**src/rtl/rv32_ctrl_pkg.sv**
```systemverilog
// Shared RV32I(M) decode definitions: major opcodes, ALU select constants and the control bundle.
package rv32_ctrl_pkg;

    localparam logic [6:0] OP     = 7'b0110011;
    localparam logic [6:0] OP_IMM = 7'b0010011;
    localparam logic [6:0] LOAD   = 7'b0000011;
    localparam logic [6:0] STORE  = 7'b0100011;
    localparam logic [6:0] BRANCH = 7'b1100011;
    localparam logic [6:0] LUI    = 7'b0110111;
    localparam logic [6:0] AUIPC  = 7'b0010111;
    localparam logic [6:0] JAL    = 7'b1101111;
    localparam logic [6:0] JALR   = 7'b1100111;
    localparam logic [6:0] FENCE  = 7'b0001111;
    localparam logic [6:0] SYSTEM = 7'b1110011;

    localparam logic [5:0] ALU_ADD    = 6'b000000;
    localparam logic [5:0] ALU_PASS_B = 6'b000001;

    // alu_sel layout: [5] M-op, [4] alt, [3:1] funct3, [0] branch compare
    typedef struct packed {
        logic [5:0] alu_sel;
        logic       mem_write;
        logic       mem_read;
        logic       imm_sel;
        logic       pc_sel;
        logic       reg_write;
        logic       jtype;
        logic       illegal;
        logic [4:0] rd;
        logic [4:0] rs1;
        logic [4:0] rs2;
    } ctrl_bundle_t;

    function automatic int max_int(input int a, input int b);
        return (a > b) ? a : b;
    endfunction

endpackage

```
**src/rtl/rv32_ctrl_decode.sv**
```systemverilog
// Pure combinational instruction -> control bundle decoder.
// DECODE_RV32M_EN enables decoding of funct7=0x01 OP instructions as M-ops.
module rv32_ctrl_decode
    import rv32_ctrl_pkg::*;
(
    input  logic [31:0]  instr,
    output ctrl_bundle_t ctrl
);

    logic [2:0] funct3;
    logic [6:0] funct7;

    assign funct3 = instr[14:12];
    assign funct7 = instr[31:25];

    always_comb begin
        ctrl     = '0;
        ctrl.rd  = instr[11:7];
        ctrl.rs1 = instr[19:15];
        ctrl.rs2 = instr[24:20];
        case (instr[6:0])
            OP: begin
                if (funct7 == 7'h00 || funct7 == 7'h20) begin
                    ctrl.alu_sel   = {1'b0, funct7[5], funct3, 1'b0};
                    ctrl.reg_write = 1'b1;
                end
`ifdef DECODE_RV32M_EN
                else if (funct7 == 7'h01) begin
                    ctrl.alu_sel   = {2'b10, funct3, 1'b0};
                    ctrl.reg_write = 1'b1;
                end
`endif
                else begin
                    ctrl.illegal = 1'b1;
                end
            end
            OP_IMM: begin
                // only SRAI borrows funct7[5]; other shift/imm encodings ignore it
                ctrl.alu_sel   = {1'b0, (funct3 == 3'b101) && funct7[5], funct3, 1'b0};
                ctrl.reg_write = 1'b1;
                ctrl.imm_sel   = 1'b1;
            end
            LOAD: begin
                ctrl.alu_sel   = ALU_ADD;
                ctrl.mem_read  = 1'b1;
                ctrl.reg_write = 1'b1;
                ctrl.imm_sel   = 1'b1;
            end
            STORE: begin
                ctrl.alu_sel   = ALU_ADD;
                ctrl.mem_write = 1'b1;
                ctrl.imm_sel   = 1'b1;
            end
            BRANCH: begin
                ctrl.alu_sel = {2'b01, funct3, 1'b1};
                ctrl.pc_sel  = 1'b1;
            end
            LUI: begin
                ctrl.alu_sel   = ALU_PASS_B;
                ctrl.reg_write = 1'b1;
                ctrl.imm_sel   = 1'b1;
            end
            AUIPC: begin
                ctrl.alu_sel   = ALU_ADD;
                ctrl.reg_write = 1'b1;
                ctrl.imm_sel   = 1'b1;
            end
            JAL, JALR: begin
                ctrl.alu_sel   = ALU_ADD;
                ctrl.reg_write = 1'b1;
                ctrl.imm_sel   = 1'b1;
                ctrl.pc_sel    = 1'b1;
                ctrl.jtype     = 1'b1;
            end
            FENCE, SYSTEM: begin
                ctrl.alu_sel = ALU_ADD;
            end
            default: begin
                ctrl.illegal = 1'b1;
            end
        endcase
    end

endmodule

```
**src/rtl/decode_ctrl_pipe.sv**
```systemverilog
// Decode stage: ID/EX register with valid/ready handshake, flush and MUL/DIV occupancy stall.
// DECODE_RV32M_EN builds M-op decode and the stall counter; otherwise md_busy is tied low.
module decode_ctrl_pipe
    import rv32_ctrl_pkg::*;
#(
    parameter int XLEN       = 32,
    parameter int MUL_CYCLES = 1,
    parameter int DIV_CYCLES = 8
) (
    input  logic            CLK,
    input  logic            RESET_N,
    input  logic            if_valid,
    input  logic [31:0]     if_instr,
    input  logic [XLEN-1:0] if_pc,
    output logic            id_ready,
    input  logic            flush,
    input  logic            ex_ready,
    output logic            ex_valid,
    output logic [XLEN-1:0] ex_pc,
    output logic [4:0]      ex_rd,
    output logic [4:0]      ex_rs1,
    output logic [4:0]      ex_rs2,
    output logic [5:0]      ex_alu_sel,
    output logic            ex_mem_write,
    output logic            ex_mem_read,
    output logic            ex_imm_sel,
    output logic            ex_pc_sel,
    output logic            ex_reg_write,
    output logic            ex_jtype,
    output logic            ex_illegal,
    output logic            md_busy
);

    // Handshake: a word moves IF/ID -> ID/EX when if_valid && id_ready; ID/EX
    // drains when ex_valid && ex_ready; ex_* are held while ex_valid && !ex_ready.
    ctrl_bundle_t dec;
    logic         accept;

    rv32_ctrl_decode u_decode (
        .instr (if_instr),
        .ctrl  (dec)
    );

    assign id_ready = !md_busy && (!ex_valid || ex_ready) && !flush;
    assign accept   = if_valid && id_ready;

    always_ff @(posedge CLK or negedge RESET_N) begin
        if (!RESET_N) begin
            ex_valid     <= 1'b0;
            ex_pc        <= '0;
            ex_rd        <= '0;
            ex_rs1       <= '0;
            ex_rs2       <= '0;
            ex_alu_sel   <= '0;
            ex_mem_write <= 1'b0;
            ex_mem_read  <= 1'b0;
            ex_imm_sel   <= 1'b0;
            ex_pc_sel    <= 1'b0;
            ex_reg_write <= 1'b0;
            ex_jtype     <= 1'b0;
            ex_illegal   <= 1'b0;
        end else if (flush) begin
            ex_valid <= 1'b0;
        end else if (accept) begin
            ex_valid     <= 1'b1;
            ex_pc        <= if_pc;
            ex_rd        <= dec.rd;
            ex_rs1       <= dec.rs1;
            ex_rs2       <= dec.rs2;
            ex_alu_sel   <= dec.alu_sel;
            ex_mem_write <= dec.mem_write;
            ex_mem_read  <= dec.mem_read;
            ex_imm_sel   <= dec.imm_sel;
            ex_pc_sel    <= dec.pc_sel;
            ex_reg_write <= dec.reg_write;
            ex_jtype     <= dec.jtype;
            ex_illegal   <= dec.illegal;
        end else if (ex_ready) begin
            ex_valid <= 1'b0;
        end
    end

`ifdef DECODE_RV32M_EN
    localparam int CNT_W = $clog2(max_int(MUL_CYCLES, DIV_CYCLES) + 1);
    localparam logic [CNT_W-1:0] MUL_LOAD = CNT_W'(MUL_CYCLES - 1);
    localparam logic [CNT_W-1:0] DIV_LOAD = CNT_W'(DIV_CYCLES - 1);

    logic [CNT_W-1:0] md_cnt;

    // alu_sel[3] is funct3[2], which separates DIV/REM from the MUL family
    always_ff @(posedge CLK or negedge RESET_N) begin
        if (!RESET_N) begin
            md_cnt <= '0;
        end else if (flush) begin
            md_cnt <= '0;
        end else if (accept && dec.alu_sel[5]) begin
            md_cnt <= dec.alu_sel[3] ? DIV_LOAD : MUL_LOAD;
        end else if (md_cnt != '0) begin
            md_cnt <= md_cnt - 1'b1;
        end
    end

    assign md_busy = (md_cnt != '0);
`else
    assign md_busy = 1'b0;
`endif

endmodule

```
**config.mk**
```make
export PLATFORM = sky130hd
export DESIGN_NAME = decode_ctrl_pipe
export DESIGN_NICKNAME = d
export VERILOG_FILES = /design/src/rtl/rv32_ctrl_pkg.sv /design/src/rtl/rv32_ctrl_decode.sv /design/src/rtl/decode_ctrl_pipe.sv
export SDC_FILE = /design/constraint.sdc
export NUM_CORES = 1
export LEC_CHECK = 0
export ABC_AREA = 0
export BUFFER_PORTS_ARGS = -buffer_cell sky130_fd_sc_hd__buf_4
export CORE_MARGIN = 1.5
export CORE_UTILIZATION = 35
export CTS_BUF_LIST = sky130_fd_sc_hd__clkbuf_4 sky130_fd_sc_hd__clkbuf_8 sky130_fd_sc_hd__clkbuf_16
export CTS_CLUSTER_SIZE = 14
export DETAILED_ROUTE_END_ITERATION = 10
export PLACE_DENSITY = 0.65
export RECOVER_POWER = 50
export SLEW_MARGIN = 20
export SYNTH_ARGS = -nofsm -noshare
export SYNTH_HDL_FRONTEND = slang
export SYNTH_SLANG_ARGS = --single-unit
```
**constraint.sdc**
```tcl
create_clock -name CLK -period 3.2 [get_ports CLK]
set_input_delay 0.64 -clock CLK [delete_from_list [all_inputs] [get_ports CLK]]
set_output_delay 0.64 -clock CLK [all_outputs]
set_load 0.05 [all_outputs]
```
==> run_results.csv <==
group,metric,value,unit
outcome,status,"finished, final reports clean",
synthesis,ys_types,36,
sta,maxSlewHeadroom,2.123,%
placed_design,placedCellCount,497,
critical_path,crit_family,"buffers and inverters",
clocking,cts_resized,0,
worst_hold_path,holdCritPathClass,"register to register",
layout,nets,481,
critical_path,crit_buf_inv,1,
sta,finalSetupViolCount,0,
detailed_routing,drt-wirelength-per-cell,12.29,um
synthesis,ys_warn_count,0,
floorplanning,core,0.006869,mm2
layout,syn_to_final_growth,44.18,%
detailed_routing,dr.pass1.iters,4,
layout,register_area,0.001501,mm2
synthesis,netlist_instances,286,
detailed_routing,routed-wl-met2,3021,um
detailed_routing,drc,0,
sta,whs,0.4715,ns
critical_path,r2r_cells,5,
clocking,clk_pin_slew,0.07,ns
synthesis,ys_async_sr_fraction,100.0,%
global_route,grt_max_degree,61,
floorplanning,die_area,0.007711,mm2
floorplanning,num_rows,30,
sta,clock.fmax,0.5556,GHz
clocking,cts_tree,"built",
pwr,leakagePower,1.928,nW
sta,rsz0062_at_grt,"false",
layout,mostFrequentLayoutCells,"nand2_1, buf_4, dfrtp_1, clkbuf_1, clkbuf_8",
layout,n_antenna_cell,0,
clocking,post-cts-setup-buffers,0,
synthesis,synthFlopType,"dfrtp_1",
global_route,grt_pass1_vias,2261,
synthesis,syn_area,0.002517,mm2
layout,layout_commonest_cell,"nand2_1",
critical_path,crit_chain,"clkbuf_1",
global_route,grt.total_usage,17.36,%
layout,multiInputGateArea,938.4,um2
critical_path,cp_slowest_stage_delay,0.49,ns
synthesis,seq_area_frac_synth,59.64,%
clocking,clkSinkCount,60,
layout,layout-drive-gt1-share,30.46,%
critical_path,reg2reg_slack,1.59,ns
worst_hold_path,holdCritStartpoint,"ex_mem_write$_DFFE_PN0P_",
sta,layout_min_cycle_time,1.800,ns
layout,design_area,0.003630,mm2
critical_path,crit-reg2reg-launch,"ex_valid$_DFFE_PN0P_",
critical_path,required,2.56,ns
layout,fill_cells,709,
sta,min_period_over_period,56.24,%
sta,slew_viol_final,0,
sta,finClkSkew,0.002884,ns
clocking,clockRootBuffer,"clkbuf_8",
placed_design,place_area,0.003555,mm2
clocking,htreeDepth,3,
synthesis,synth_edf_count,0,
global_route,antenna_found_initial,0,
clocking,hold_buffers,0,
sta,hold_viol_final,0,
synthesis,ys_seq_elements,60,
floorplanning,ios,132,
global_route,grt_remaining_overflow,0,
detailed_routing,drtAntennaViolNets,0,
worst_hold_path,hold_path_depth,2,
critical_path,crit_type,"register to output pin",
clocking,cts-buffers-inserted,9,
detailed_routing,top_layer,"met4",
synthesis,avgSynthCellArea,8.802,um2
pwr,ir_drop,314.4,uV
detailed_routing,wl,6304,um
worst_hold_path,worstHoldEndpoint,"ex_mem_write$_DFFE_PN0P_",
placed_design,finalWeightedCongestion,0.8625,
detailed_routing,vias,2301,
global_route,grt_first_pass_wirelength,10300,um
critical_path,crit_slowest_cell,"clkbuf_1",
placed_design,hpwl,4460,um
critical_path,worstSetupStartpointType,"register",
floorplanning,chipWidth,87.81,um
clocking,clk_path_buf_depth,2,
clocking,clk_latency,0.32,ns
placed_design,io_buffers,129,
floorplanning,fp.dieH,87.81,um
critical_path,critPathCaptureType,"output pin",
detailed_routing,drt_iter0_markers,91,
layout,final_cells,513,
critical_path,arrival,1.16,ns
critical_path,worstPathMaxFanout,2,
detailed_routing,dr_wl_met3,540,um
sta,worst_pin_slew,1.468,ns
detailed_routing,via_per_inst,4.485,
pwr,powerDensity,604.2,mW/mm2
critical_path,r2r_end,"ex_pc[29]$_DFFE_PN0P_",
detailed_routing,met1_length,2694,um
floorplanning,start_util,36.65,%
sta,fin_tns_setup,0,ns
job,drv_cap,0,
[worst register-to-register path, stage by stage, from the launching register on]
cell and delay [ns]:
dfrtp_1 0.39, nand2b_1 0.11, and3_2 0.49, buf_4 0.39
nand2_1 0.12, nand2_1 0.06
[per-stage QoR]
step / setup WS, ns / utilization [%] / power (mW)
2_1_floorplan: 1.137 / - / 1.372
3_3_place_gp: 1.137 / 51.75 / 1.638
3_5_place_dp: 1.081 / 51.75 / 1.647
4_1_cts: 1.390 / 54.41 / 2.271
5_1_grt: 1.333 / 52.84 / 2.316
6_report: 1.400 / 52.84 / 2.193
[power breakdown]
group | switching [mW] | internal, mW
combinational | 0.501 | 0.179
sequential | 0.0505 | 0.853
clock | 0.282 | 0.329
total | 0.833 | 1.36
[worst max-delay path by stage]
stage                                     start                      to  cells after the start
after detailed placement            if_instr[2]  ex_illegal$_DFFE_PN0P_                      5
after floorplan            ex_valid$_DFFE_PN0P_                id_ready                      2
after global routing      ex_pc[28]$_DFFE_PN0P_               ex_pc[28]                      1
final                     ex_pc[28]$_DFFE_PN0P_               ex_pc[28]                      1
after CTS                  ex_valid$_DFFE_PN0P_                id_ready                      3
after global placement              if_instr[2]  ex_illegal$_DFFE_PN0P_                      5
[cell usage after synthesis, types with 2 or more instances]
master / count / area (um2)
nand3_1: 2 / 10.01
inv_1: 3 / 11.26
a21oi_1: 2 / 10.01
a31oi_1: 2 / 12.51
clkbuf_1: 11 / 41.29
nand2_1: 155 / 581.8
nand2b_1: 2 / 12.51
o21ai_1: 2 / 10.01
nor3_1: 3 / 15.01
a211oi_1: 2 / 15.01
nand4bb_1: 2 / 22.52
buf_2: 4 / 20.02
o31ai_1: 6 / 45.04
nor2_1: 8 / 30.03
buf_4: 2 / 15.01
dfrtp_1: 60 / 1501
[layout make-up]
class,instances,share of cell area [%]
sequential,60,41.37
multi-input combinational,207,25.85
timing repair buffer,131,24.13
clock buffer,12,4.378
tap,96,3.309
clock inverter,4,0.6549
inverter,3,0.3102
[flip-flops by register name, summed over array words and instances, names as in the netlist, 5 cells and up]
name	cells
ex_rd	5
ex_rs2	5
ex_pc	32
ex_rs1	5
ex_alu_sel	5
[layer usage]
| layer | global-route usage (%) | up-vias |
|---|---|---|
| met3 | 8.294 | 6 |
| met4 | 4.185 | 0 |
| met1 | 19.48 | 1052 |
| met5 | 0 | - |
| li1 | - | 1154 |
| met2 | 29.77 | 89 |
[logic make-up after synthesis]
group / share of synthesized area, %
and+or+nand+nor: 30.52
DFF: 59.64
AOI/OAI and AO/OA: 6.213
buffers and inverters: 3.479
other: 0.1490
Note: power is estimated with default switching activity, not from simulation.
